===== src/rtl/riscv_bus_arbiter.sv =====
// riscv_bus_arbiter: shares one single-port memory bus between the instruction-fetch (I) and data (D) masters.
// Define ARB_ROUND_ROBIN_EN for round-robin arbitration; otherwise fixed priority with D ahead of I.
module riscv_bus_arbiter #(
  parameter int OUTST_DEPTH = 2,
  parameter int AW          = 32,
  parameter int DW          = 32
) (
  input  logic            clk,
  input  logic            rst_n,
  input  logic            i_i_req,
  input  logic [AW-1:0]   i_i_addr,
  output logic            o_i_gnt,
  output logic            o_i_rvalid,
  output logic [DW-1:0]   o_i_rdata,
  input  logic            i_d_req,
  input  logic            i_d_we,
  input  logic [DW/8-1:0] i_d_be,
  input  logic [AW-1:0]   i_d_addr,
  input  logic [DW-1:0]   i_d_wdata,
  output logic            o_d_gnt,
  output logic            o_d_rvalid,
  output logic [DW-1:0]   o_d_rdata,
  output logic            o_s_req,
  output logic            o_s_we,
  output logic [DW/8-1:0] o_s_be,
  output logic [AW-1:0]   o_s_addr,
  output logic [DW-1:0]   o_s_wdata,
  input  logic            i_s_gnt,
  input  logic            i_s_rvalid,
  input  logic [DW-1:0]   i_s_rdata,
  output logic            o_err
);

  localparam int PW = (OUTST_DEPTH > 1) ? $clog2(OUTST_DEPTH) : 1;
  localparam int CW = $clog2(OUTST_DEPTH + 1);
  localparam logic [PW-1:0] LAST_PTR = PW'(OUTST_DEPTH - 1);
  localparam logic [CW-1:0] FULL_CNT = CW'(OUTST_DEPTH);

  // Handshake: a request is transferred in the cycle where req && gnt are both high; the requester
  // holds req and payload stable until then. Responses are single-cycle rvalid pulses, in request order.
  typedef enum logic {PORT_I = 1'b0, PORT_D = 1'b1} portSel;
  typedef enum logic [1:0] {UNLOCKED = 2'd0, LOCK_I = 2'd1, LOCK_D = 2'd2} lockState_t;

  lockState_t      lockState, lockNext;
  portSel          owner;
  logic            ownerReq, full, grant, pop, stray, headId;
  logic [OUTST_DEPTH-1:0] idFifo;
  logic [PW-1:0]   wrPtr, rdPtr;
  logic [CW-1:0]   count;
  logic            errSticky;
`ifdef ARB_ROUND_ROBIN_EN
  portSel          rrPtr;
`endif

  // A locked owner keeps the slave-side payload stable until its grant lands.
  always_comb begin
    owner = PORT_I;
    unique case (lockState)
      LOCK_I: owner = PORT_I;
      LOCK_D: owner = PORT_D;
      default: begin
        if (i_i_req && i_d_req) begin
`ifdef ARB_ROUND_ROBIN_EN
          owner = rrPtr;
`else
          owner = PORT_D;
`endif
        end else if (i_d_req) begin
          owner = PORT_D;
        end
      end
    endcase
  end

  assign ownerReq = (owner == PORT_D) ? i_d_req : i_i_req;
  assign full     = (count == FULL_CNT);
  assign o_s_req  = ownerReq && !full;
  assign grant    = o_s_req && i_s_gnt;
  assign o_i_gnt  = grant && (owner == PORT_I);
  assign o_d_gnt  = grant && (owner == PORT_D);

  assign o_s_we    = (owner == PORT_D) ? i_d_we    : 1'b0;
  assign o_s_be    = (owner == PORT_D) ? i_d_be    : '1;
  assign o_s_addr  = (owner == PORT_D) ? i_d_addr  : i_i_addr;
  assign o_s_wdata = (owner == PORT_D) ? i_d_wdata : '0;

  always_comb begin
    lockNext = UNLOCKED;
    if (ownerReq && !grant) begin
      lockNext = (owner == PORT_D) ? LOCK_D : LOCK_I;
    end
  end

  always_ff @(posedge clk or negedge rst_n) begin
    if (!rst_n) begin
      lockState <= UNLOCKED;
    end else begin
      lockState <= lockNext;
    end
  end

`ifdef ARB_ROUND_ROBIN_EN
  always_ff @(posedge clk or negedge rst_n) begin
    if (!rst_n) begin
      rrPtr <= PORT_I;
    end else if (grant) begin
      rrPtr <= (owner == PORT_D) ? PORT_I : PORT_D;
    end
  end
`endif

  // Responses with nothing outstanding are dropped and flagged.
  assign pop    = i_s_rvalid && (count != '0);
  assign stray  = i_s_rvalid && (count == '0);
  assign headId = idFifo[rdPtr];

  always_ff @(posedge clk or negedge rst_n) begin
    if (!rst_n) begin
      idFifo    <= '0;
      wrPtr     <= '0;
      rdPtr     <= '0;
      count     <= '0;
      errSticky <= 1'b0;
    end else begin
      if (grant) begin
        idFifo[wrPtr] <= owner;
        wrPtr         <= (wrPtr == LAST_PTR) ? '0 : wrPtr + PW'(1);
      end
      if (pop) begin
        rdPtr <= (rdPtr == LAST_PTR) ? '0 : rdPtr + PW'(1);
      end
      if (grant && !pop) begin
        count <= count + CW'(1);
      end else if (!grant && pop) begin
        count <= count - CW'(1);
      end
      if (stray) begin
        errSticky <= 1'b1;
      end
    end
  end

  assign o_i_rvalid = pop && (headId == PORT_I);
  assign o_d_rvalid = pop && (headId == PORT_D);
  assign o_i_rdata  = i_s_rdata;
  assign o_d_rdata  = i_s_rdata;
  assign o_err      = errSticky;

endmodule


===== config.mk =====
export PLATFORM = sky130hd
export DESIGN_NAME = riscv_bus_arbiter
export DESIGN_NICKNAME = d
export VERILOG_FILES = /design/src/rtl/riscv_bus_arbiter.sv
export SDC_FILE = /design/constraint.sdc
export NUM_CORES = 1
export LEC_CHECK = 0
export CAP_MARGIN = 40
export CORE_AREA = 2 2 107 109
export CTS_BUF_LIST = sky130_fd_sc_hd__clkbuf_4 sky130_fd_sc_hd__clkbuf_8
export DETAILED_ROUTE_END_ITERATION = 6
export DIE_AREA = 0 0 109 111
export GPL_TIMING_DRIVEN = 0
export PLACE_DENSITY = 0.72
export SYNTH_ARGS = -nofsm -noshare
export SYNTH_HDL_FRONTEND = slang
export SYNTH_SLANG_ARGS = --single-unit

===== constraint.sdc =====
create_clock -name clk -period 2.1 [get_ports clk]
set_input_delay 0.42 -clock clk [delete_from_list [all_inputs] [get_ports clk]]
set_output_delay 0.42 -clock clk [all_outputs]
set_load 0.1 [all_outputs]

Word-level counts from Yosys, hierarchy flattened
Cells that the tools add are included.
Word-level totals
  output and inout port bits: 139
  flip-flop bits (word level): 9
Cells by class
  bitwise gates (word level): 2
  mux-type cells: 19
  reduce and logical (&&, ||, !) cells: 19
  equality and inequality tests: 3
  add/subtract/negate cells: 4
  $lt $le $gt $ge: 3
Operators by type and width (count)
  32-bit two-way mux: 2
  1-bit logical AND: 13
  1-bit two-way mux: 9
  2-bit two-way mux: 4
  2-bit == test (second input constant): 2
  1-bit by 2-bit less-than comparator with 1-bit output (second input constant): 2
  4-bit two-way mux: 1
  2-bit nonzero test: 2
  1-bit logical NOT: 3
  1-bit adder (second input constant): 2
  2-bit by 1-bit adder with 2-bit output (second input constant): 1
  2-bit bitwise mux: 1
  2-bit by 1-bit == test with 1-bit output (second input constant): 1
  2-bit logical NOT: 1
  1-bit NOT: 2
  1-bit one-hot mux with 2 select lines: 1
  2-bit by 1-bit subtractor with 2-bit output (second input constant): 1
  1-bit demux with 1-bit select: 1
  1-bit greater-or-equal comparator (second input constant): 1

Longest topological paths before layout
  word-level depth: 10
  depth in mapped cells: 11

Worst setup path after synthesis
No wires, ideal clock.
  path kind: register to output
  start point: register lockState[0]
  end point: output port o_d_gnt
  cell stages (with the launch flop): 8
  setup slack: -844 ps
  path buffers: 2
  arrival time: 2524 ps
  path through: dfrtp_1 -> inv_1 -> ha_1 -> nand2b_1 -> and2_1 -> buf_2 -> buf_2 -> nor2_1
Between the ends
  longest elaborated chain between the ends: 6
RTL lines
  from (decl): RTL line 44  | lockState_t lockState, lockNext;
  from (signal assigned): RTL line 98  | lockState <= lockNext;
  2-bit == test / 2-bit by 1-bit == test with 1-bit output (equally long branches): RTL line 58  | unique case (lockState)
  1-bit one-hot mux with 2 select lines (*): RTL line 58
  1-bit two-way mux: RTL line 75  | assign ownerReq = (owner == PORT_D) ? i_d_req : i_i_req;
  1-bit logical AND: RTL line 77  | assign o_s_req = ownerReq && !full;
  1-bit logical AND: RTL line 78  | assign grant = o_s_req && i_s_gnt;
  1-bit logical AND (*): RTL line 80  | assign o_d_gnt = grant && (owner == PORT_D);
  to (decl): RTL line 20  | output logic o_d_gnt,
Mark *: on every way between the ends. The rest lies on a longest branch, timed or not.

Worst setup path after layout
  start point: register lockState[1]
  end point: output port o_s_addr[4]
Between the ends
  longest elaborated chain between the ends: 3
RTL lines
  2-bit == test / 2-bit by 1-bit == test with 1-bit output (equally long branches): RTL line 58
  1-bit one-hot mux with 2 select lines (*): RTL line 58
  32-bit two-way mux (*): RTL line 84  | assign o_s_addr = (owner == PORT_D) ? i_d_addr : i_i_addr;
  to (decl): RTL line 26  | output logic [AW-1:0] o_s_addr,
Marked as above.

==> impl.org <==
** Worst setup path
- Number of cells on the worst reg-to-reg path :: 12
- In this run the critical register-to-register path is launched from lockState[0].
- The worst setup path is of the flop to output port kind.
- In this run the critical register-to-register path is captured at count[1].
- Of all nets on the critical path, the largest fanout is 5.
- The worst register-to-register path has a setup slack of -0.04 ns.
- The worst setup path is launched from a flop.
- Signal arrival time at the worst endpoint :: 1.95 ns
- STA puts the critical path data required time at 1.68 ns.
- Worst Setup End Kind :: output port

** Synthesis
- Net count of the mapped netlist :: 396
- The average instance in the mapped netlist occupies 6.25 µm².
- After synthesis the cells add up to 1590 µm².
- Synth top area cells :: buf_4 (31%), nand2_1 (23%), dfrtp_1 (14%)
- Synthesis produced 255 cells.
- The biggest area contributor in the post-synthesis netlist is buf_4.
- Summing the sequential cell areas from Yosys gives 14.1% of the chip area.
- Fraction of synthesized cell area taken by the top area cell type :: 30.6%
- Flip-flop and latch count after synthesis :: 9
- During synthesis, Yosys emitted a total of 0 warnings.
- Count of unique library cells instantiated by Yosys :: 28

** Clocking
- After clock tree synthesis, the clock-pin slew on the worst setup and hold paths is 0.05 ns.
- Number of sinks on the clock net :: 9
- Clock insertion delay at the later pin of the skew report :: 0.23 ns
- Root cell of the clock tree :: clkbuf_8
- Counting the buffers created by CTS gives 3.
- CTS built an H-tree with a depth of 1.
- The clock passes through at most 2 buffers.
- Hold-fix buffers, CTS :: 0
- Clock tree from TritonCTS :: done

** Hold path
- For hold timing, the worst endpoint is o_err.
- The startpoint identified for the worst hold timing path is o_err.
- Hold path cells :: 1
- Hold WC Path Type :: flop to flop

** Finish
- Post-layout net count :: 733
- In the final layout, the share of cells above drive strength 1 is 62.6%.
- Filler Cell Count :: 747
- Leaving out fill and tap cells, the most frequent cells in the layout are clkdlybuf4s50_1 (169), buf_8 (73), buf_4 (69).
- The area growth from synthesis to layout is 361%.
- Leading cell type in the layout, fill and taps excluded :: clkdlybuf4s50_1
- Finished Core Util :: 66.3%

** Routing
- In this run the remaining antenna-violating nets after routing total 0.
- Total DRC errors in the routed layout :: 0
- Routed wirelength normalized by instance count :: 16.3 µm
- After detailed routing, the number of vias per cell comes to 3.98.
- For this run, the detailed router's first-pass iteration total came to 4.
- Total wirelength of the detailed-routed design :: 12,000 µm
- Vias after detailed routing :: 2,924
- After the first detailed-routing iteration, the DRC count stood at 50.

** Outcome
- The checks that failed: negative setup slack.
- The run finished, with violations left.

** Place
- Placed wire-length estimate :: 9840 µm
- Routability congestion estimate :: 0.791
- Input and output buffers added on the ports amount to 245.

** Floorplanning
- Height of the die :: 111 µm
- Area of the die :: 12,100 µm²
- In this run the horizontal extent of the chip is 109 µm.
- Once the floorplan was initialized, standard cells occupied 14.4% of the core.
- Top-level port count :: 278
- The floorplan has 39 rows.
- Core outline area :: 11,100 µm²

** Timing
- Top achievable clock speed :: 0.422 GHz
- Period Utilization, post-route :: 113%
- Setup violations remaining at the end of the flow were counted as 73.
- Slew headroom :: 71.4%
- In the final timing run, aggregate negative setup slack is -13.22 ns.
- Tightest Pin Transition :: 0.428 ns
- Time the worst path needs with I/O delays and setup :: 2.37 ns
- Setup WS post-layout :: -0.268 ns
- The number of failing hold endpoints at the final stage came to 0.
- The number of pins with negative max-slew slack in the final report was 0.
- The clock arrives with 0.000373 ns of skew.
- RSZ-0062 raised after global routing :: true

** Global routing
- Combined global-route utilization of all metal layers :: 19.1%
- Maximum number of pins on one net before global-route repair :: 11
- The first global-routing pass estimated 18,100 µm of wire.
- Initial antenna violation count :: 1
- The via count of the first global-routing pass is 3,492.
- After global routing the overflow that remains totals 0.

** Job
- Number of max-capacitance violations reported :: 0
what timing repair did:
action                                  CTS  global route
resized for setup                       215            36
gates cloned                              7             1
endpoints found under the setup margin   75            72
pin swaps                                47            32
setup buffers                            11             7
worst max path at each step:
stage                       from     endpoint  cells after the start
finish              lockState[1]  o_s_addr[4]                      9
floorplan           lockState[1]    o_s_be[0]                      5
CTS                 lockState[0]      o_d_gnt                     10
global route        lockState[1]  o_s_addr[4]                      9
global placement         i_d_req  o_s_addr[4]                      7
detailed placement       i_d_req  o_s_addr[4]                      8
worst max-delay path, stage by stage, from the launching register on:
cell and delay [ns]:
dfrtp_1 0.39, ha_4 0.29, nand2b_4 0.16, buf_12 0.11, and2_4 0.18, buf_8 0.13, buf_12 0.13, nand2_4 0.05
nand2_4 0.07, buf_16 0.17
Yosys cell counts (all sizes together):
cell type / number
xor2: 2
a21oi: 1
o21ai: 3
nand2b: 5
nor2b: 1
inv: 2
or2b: 1
a21o: 1
or3: 1
or2: 1
ha: 2
clkbuf: 4
o31ai: 3
dfrtp: 9
and2: 34
nand2: 99
buf: 72
nand4: 1
nor2: 7
xnor2: 3
mux2i: 1
nand3: 1
and3: 1
area by class of cell:
| class | instances | area [µm²] | share of cell area, % |
|---|---|---|---|
| inverter | 2 | 10.0 | 0.136 |
| clock inverter | 1 | 5.00 | 0.0682 |
| tap | 143 | 179 | 2.44 |
| clock buffer | 3 | 41.3 | 0.563 |
| antenna | 1 | 2.50 | 0.0341 |
| multi-input combinational | 168 | 1540 | 21.0 |
| sequential | 9 | 225 | 3.07 |
| timing repair buffer | 333 | 4670 | 63.6 |
| buffer | 75 | 668 | 9.10 |
through the flow:
stage               cell area, µm²  hold WS [ns]  cells  worst slack (ns)
global route                  7340         0.494    735            -0.331
detailed placement            6870         0.450    782             -1.24
CTS                           7190         0.455    730            -0.351
finish                        7340         0.466    735            -0.268
floorplan                     1920         0.124    255            -0.117
global placement              4550         0.440    643             -1.58
flip-flops by register name, summed over array words and instances (netlist names):
name and count:
wrPtr 1, o_err 1, lockState 2, rdPtr 1, count 2, idFifo 2
kinds of logic after synthesis:
kind of cell | share of synthesized area, %
buffers and inverters | 34.0
adders and majority gates | 1.57
and+or+nand+nor | 43.4
AOI/OAI and AO/OA | 3.46
xor gates and xnor gates | 2.75
DFF | 14.1
muxes | 0.628
layer usage:
layer  GRT usage (%)  vias up  routed length, µm
met5               0        -                  0
met4            5.30        0                253
met3            5.06       18               1060
met2            38.1      165               6850
met1            18.6     1352               3800
li1                -     1389                  -
Power is left out: the tool's default activity adds up to more than one toggle a clock period on the data nets, which glitch-free logic cannot reach.
